===== config.mk =====
export PLATFORM = sky130hd
export DESIGN_NAME = bram_stream_reader
export DESIGN_NICKNAME = d
export VERILOG_FILES = /design/src/rtl/pe4_pkg.sv /design/src/rtl/rd_skid_fifo.sv /design/src/rtl/bram_stream_reader.sv
export SDC_FILE = /design/constraint.sdc
export NUM_CORES = 1
export LEC_CHECK = 0
export ABC_AREA = 0
export CORE_MARGIN = 4
export CORE_UTILIZATION = 59
export CTS_CLUSTER_DIAMETER = 40
export DETAILED_ROUTE_END_ITERATION = 12
export GPL_ROUTABILITY_DRIVEN = 0
export PLACE_DENSITY = 0.84
export RECOVER_POWER = 25
export SLEW_MARGIN = 20
export SYNTH_ARGS = -nofsm -noshare
export SYNTH_HDL_FRONTEND = slang
export SYNTH_HIERARCHICAL = 1
export SYNTH_SLANG_ARGS = --single-unit

===== constraint.sdc =====
create_clock -name clk -period 4.12 [get_ports clk]
set_input_delay 0.824 -clock clk [delete_from_list [all_inputs] [get_ports clk]]
set_output_delay 0.824 -clock clk [all_outputs]
set_load 0.05 [all_outputs]

===== src/rtl/pe4_pkg.sv =====
// Shared constants and types for the pe4 coefficient-bank read path.
package pe4_pkg;

  localparam int PE4_DW        = 12;
  localparam int PE4_AW        = 6;
  localparam int RD_FIFO_DEPTH = 3;
  localparam int RD_FIFO_CW    = $clog2(RD_FIFO_DEPTH + 1);
  localparam int RD_FIFO_PW    = $clog2(RD_FIFO_DEPTH);

  typedef enum logic [1:0] {
    IDLE,
    READ,
    DRAIN
  } rd_state_e;

endpackage


===== src/rtl/rd_skid_fifo.sv =====
// Small synchronous FIFO that catches BRAM read data while the stream
// consumer applies backpressure; head entry is visible without a pop.
module rd_skid_fifo
  import pe4_pkg::*;
#(
  parameter int DW = PE4_DW
) (
  input  logic                  clk,
  input  logic                  rst_n,
  input  logic                  push,
  input  logic [DW-1:0]         push_data,
  input  logic                  pop,
  output logic [RD_FIFO_CW-1:0] count,
  output logic [DW-1:0]         head
);

  logic [DW-1:0]         mem_q [RD_FIFO_DEPTH];
  logic [RD_FIFO_PW-1:0] wr_ptr_q, wr_ptr_d;
  logic [RD_FIFO_PW-1:0] rd_ptr_q, rd_ptr_d;
  logic [RD_FIFO_CW-1:0] count_q, count_d;

  function automatic logic [RD_FIFO_PW-1:0] ptr_inc(input logic [RD_FIFO_PW-1:0] p);
    return (p == RD_FIFO_PW'(RD_FIFO_DEPTH - 1)) ? '0 : p + 1'b1;
  endfunction

  always_comb begin
    wr_ptr_d = push ? ptr_inc(wr_ptr_q) : wr_ptr_q;
    rd_ptr_d = pop  ? ptr_inc(rd_ptr_q) : rd_ptr_q;
    count_d  = count_q + RD_FIFO_CW'(push) - RD_FIFO_CW'(pop);
  end

  always_ff @(posedge clk) begin
    if (!rst_n) begin
      wr_ptr_q <= '0;
      rd_ptr_q <= '0;
      count_q  <= '0;
    end else begin
      wr_ptr_q <= wr_ptr_d;
      rd_ptr_q <= rd_ptr_d;
      count_q  <= count_d;
    end
  end

  // NOTE: storage is deliberately not reset; an entry is only observed once
  // count says it was written, so clearing it would just cost reset fanout.
  always_ff @(posedge clk) begin
    if (push) begin
      mem_q[wr_ptr_q] <= push_data;
    end
  end

  assign count = count_q;
  assign head  = mem_q[rd_ptr_q];

endmodule


===== src/rtl/bram_stream_reader.sv =====
// Streams a contiguous, wrapping run of coefficients out of one BRAM bank.
// Define BRAM_STREAM_READER_BITREV_EN for bit-reversed (NTT unload) addressing.
module bram_stream_reader
  import pe4_pkg::*;
#(
  parameter int DW = PE4_DW,
  parameter int AW = PE4_AW
) (
  input  logic          clk,
  input  logic          rst_n,
  input  logic          start,
  input  logic [AW-1:0] base,
  input  logic [AW:0]   len,
  output logic          busy,
  output logic          done,
  output logic [AW-1:0] raddr,
  input  logic [DW-1:0] bram_dout,
  output logic          m_valid,
  output logic [DW-1:0] m_data,
  output logic          m_last,
  input  logic          m_ready
);

  rd_state_e             state_q, state_d;
  logic [AW-1:0]         base_q, base_d;
  logic [AW-1:0]         raddr_q, raddr_d;
  logic [AW:0]           len_q, len_d;
  logic [AW:0]           issue_cnt_q, issue_cnt_d;
  logic [AW:0]           beat_cnt_q, beat_cnt_d;
  logic                  rd_pending_q, rd_pending_d;
  logic                  busy_q, busy_d;
  logic                  done_q, done_d;

  logic [RD_FIFO_CW-1:0] fifo_count;
  logic [RD_FIFO_CW:0]   slots_used;
  logic [DW-1:0]         fifo_head;
  logic                  issue;
  logic                  pop;
  logic                  beat_last;

  function automatic logic [AW-1:0] map_addr(input logic [AW-1:0] a);
`ifdef BRAM_STREAM_READER_BITREV_EN
    logic [AW-1:0] r;
    for (int k = 0; k < AW; k++) begin
      r[k] = a[AW-1-k];
    end
    return r;
`else
    return a;
`endif
  endfunction

  // raddr is presented a cycle ahead; the BRAM read that counts happens on
  // the issuing edge, so only one read is ever in flight toward the FIFO.
  assign slots_used = {1'b0, fifo_count} + (RD_FIFO_CW + 1)'(rd_pending_q);
  assign issue      = (state_q == READ) && (slots_used < (RD_FIFO_CW + 1)'(RD_FIFO_DEPTH));
  assign m_valid    = (fifo_count != '0);
  assign pop        = m_valid && m_ready;
  assign beat_last  = (beat_cnt_q == len_q - (AW + 1)'(1));

  // NOTE: every always_comb output gets a default before any branch so no
  // path leaves it unassigned, which would otherwise infer a latch.
  always_comb begin
    state_d      = state_q;
    base_d       = base_q;
    len_d        = len_q;
    issue_cnt_d  = issue_cnt_q;
    beat_cnt_d   = pop ? beat_cnt_q + (AW + 1)'(1) : beat_cnt_q;
    raddr_d      = raddr_q;
    rd_pending_d = issue;
    busy_d       = busy_q;
    done_d       = 1'b0;

    case (state_q)
      IDLE: begin
        if (start) begin
          if (len == '0) begin
            done_d = 1'b1;
          end else begin
            state_d     = READ;
            base_d      = base;
            len_d       = len;
            issue_cnt_d = '0;
            beat_cnt_d  = '0;
            raddr_d     = map_addr(base);
            busy_d      = 1'b1;
          end
        end
      end
      READ: begin
        if (issue) begin
          issue_cnt_d = issue_cnt_q + (AW + 1)'(1);
          raddr_d     = map_addr(base_q + issue_cnt_d[AW-1:0]);
          if (issue_cnt_d == len_q) begin
            state_d = DRAIN;
          end
        end
      end
      DRAIN: begin
        if (pop && beat_last) begin
          state_d = IDLE;
          busy_d  = 1'b0;
          done_d  = 1'b1;
        end
      end
      default: state_d = IDLE;
    endcase
  end

  // NOTE: state is updated with non-blocking assignments so every flop
  // samples the pre-edge values regardless of statement order.
  always_ff @(posedge clk) begin
    if (!rst_n) begin
      state_q      <= IDLE;
      base_q       <= '0;
      len_q        <= '0;
      issue_cnt_q  <= '0;
      beat_cnt_q   <= '0;
      raddr_q      <= '0;
      rd_pending_q <= 1'b0;
      busy_q       <= 1'b0;
      done_q       <= 1'b0;
    end else begin
      state_q      <= state_d;
      base_q       <= base_d;
      len_q        <= len_d;
      issue_cnt_q  <= issue_cnt_d;
      beat_cnt_q   <= beat_cnt_d;
      raddr_q      <= raddr_d;
      rd_pending_q <= rd_pending_d;
      busy_q       <= busy_d;
      done_q       <= done_d;
    end
  end

  rd_skid_fifo #(
    .DW(DW)
  ) u_fifo (
    .clk      (clk),
    .rst_n    (rst_n),
    .push     (rd_pending_q),
    .push_data(bram_dout),
    .pop      (pop),
    .count    (fifo_count),
    .head     (fifo_head)
  );

  assign busy   = busy_q;
  assign done   = done_q;
  assign raddr  = raddr_q;
  assign m_data = m_valid ? fifo_head : '0;
  assign m_last = m_valid && beat_last;

endmodule


==> impl_metrics.ini <==
[flow_run]
drv_cap = 0

[critical_path]
cp_max_fo = 6
cp.required_ns = 3.30
startpoint_type = flop
r2r_cells = 8
arrival_ns = 2.93
endpoint_kind = output port
path_class = reg -> out

[cts]
cts_buffer_depth = 2
cts-root-buf = clkbuf_8
clock-sinks = 82
path_clk_slew_ns = 0.08
post_cts.repair.setup_buffers = 0
ctsResizeCount = 0
holdBufCountCts = 0
numCtsBuffers = 9
cts_tree = done
cts.htree.levels = 3
clk_latency_ns = 0.34

[global_route]
antenna_found_initial = 0
gr-total-overflow = 0
grt_pass1_wl_mm = 13.1
grt_usage = 0.217
grt_max_degree = 25
grt_pass1_vias = 2797

[power_and_ir_drop]
ir_drop_v = 0.000269
p_per_area_nw_per_um2 = 455
p_leak_nw = 1.69
total_power_mw = 2.12

[yosys]
yosys.area.top_type = edfxtp_1
synthArstFlopShare = 0
synth_warnings = 6
synth.area.top_cells = edfxtp_1 (28%), dfxtp_1 (23%), nand2_1 (4.6%), mux2i_1 (4.3%), xnor2_1 (4.2%)
synth_flop_cell = dfxtp_1
ys_seq_area_frac = 0.510
synth_area_um2 = 3930
yosysTopAreaCellShare = 0.275
postSynthCellCount = 369
synth-edff-count = 36
synthesis.nets = 411
ys_seq_elements = 82
syn_avg_cell_area_um2 = 10.6
ys_types = 57

[place]
port-buffer-count = 50
placed_cells = 485
dp_hpwl_mm = 5.71

[route]
drtIter0Drc = 138
vias_per_cell = 5.65
route.detailed.drc = 0
wl_mm = 8.13
first_pass_iters = 4
antenna_left = 0
routedWlPerCell_um = 16.2
vias = 2831

[final_layout]
syn_to_final_growth_pct = 18.4
fillers = 479
diodes = 0
layout-drive-gt1-share = 0.0684
nets = 461
final_util = 0.724
fin_cells = 501
final_common_cell = nand2_1
final_cell_mix = nand2_1 (48), dfxtp_1 (46), clkdlybuf4s50_1 (38), edfxtp_1 (36), a21oi_1 (24)

[worst_hold_path]
worstHoldPathType = reg -> reg
whs_path_depth = 2

[floorplanning]
die-area_um2 = 8030
chipWidth_um = 89.6
dieHeight_um = 89.6
num_rows = 29
start_util = 0.612
num_io_pins = 51
coreArea_um2 = 6420

[timing]
finalCriticalPeriod_ns = 3.76
fmax_mhz = 266
fin_crit_sh = 0.912
setup_tns_ns = 0
skew_ns = 0.00783
hold_viol_final = 0
setup_viol = 0
slew_viol_final = 0
fin_hold_ws_ns = 0.462
relSlewSlack = 0.237
rsz0062_at_grt = no
worstMarginPinSlew_ns = 1.14

[run_status]
outcome = completed
-- flip-flops by register name (all words and copies together), names as in the netlist, 6 cells and up, named ones only --
signal,flops
u_fifo/mem_q,36
len_q,7
beat_cnt_q,7
raddr,6
issue_cnt_q,7
base_q,6
-- metrics by stage --
stage | instance area, um^2 | worst slack, ns
2_1_floorplan | 3930 | 1.03
3_3_place_gp | 4480 | 0.817
3_5_place_dp | 4480 | 0.706
4_1_cts | 4650 | 0.346
5_1_grt | 4650 | 0.200
6_report | 4650 | 0.363
-- critical path, stage by stage, from the launching register on --
cell             delay (ns)
dfxtp_1                0.46
inv_1                  0.07
ha_1                   0.26
nor2b_1                0.16
and3_1                 0.18
nor4b_1                0.46
nand2_1                0.10
nor2_1                 0.10
clkdlybuf4s50_1        0.81
-- where the power goes --
part           total (mW)  switching, mW  internal (mW)
clock network       0.521          0.288          0.233
logic               0.632          0.376          0.256
registers           0.963         0.0616          0.901
-- final timing paths --
path,startpoint,end,slack [ns]
setup / recovery,len_q[0],m_last,0.36
hold / removal,raddr[2],raddr[2],0.46
setup reg to reg,issue_cnt_q[0],raddr[5],1.72
hold reg to reg,raddr[2],raddr[2],0.46
-- cell type report --
type                    instances  area [um^2]  area share
flip-flops and latches         82         2000       0.431
multi-input cells             265         1820       0.392
repair buffers                 54          531       0.114
clock buffers                  11          141      0.0304
well taps                      77         96.3      0.0207
clock inverters                 5         28.8     0.00619
inverters                       7         26.3     0.00565
-- cells in the mapped netlist (8+ instances only) --
cell and number:
a21oi_1 24, and2_1 17, clkbuf_1 8, dfxtp_1 46, edfxtp_1 36, ha_1 12, mux2i_1 17, nand2_1 48
nand3_1 9, nor2_1 23, o21ai_1 12, xnor2_1 19, xor2_1 8
-- metal layers --
layer,global-route usage,routed length (um),share of wire
met1,0.278,3490,0.43
met2,0.368,4030,0.50
met3,0.0392,469,0.058
met4,0.0758,143,0.018
met5,0,0,0
-- cell families after synthesis --
family          Yosys count  share of synthesized area
compound gates           70                      0.119
xor+xnor                 31                     0.0831
fa+ha+maj                13                     0.0433
buf+inv                  22                     0.0271
flops                    82                      0.510
mux                      17                     0.0433
simple gates            134                      0.174
(Power assumes the default switching activity.)
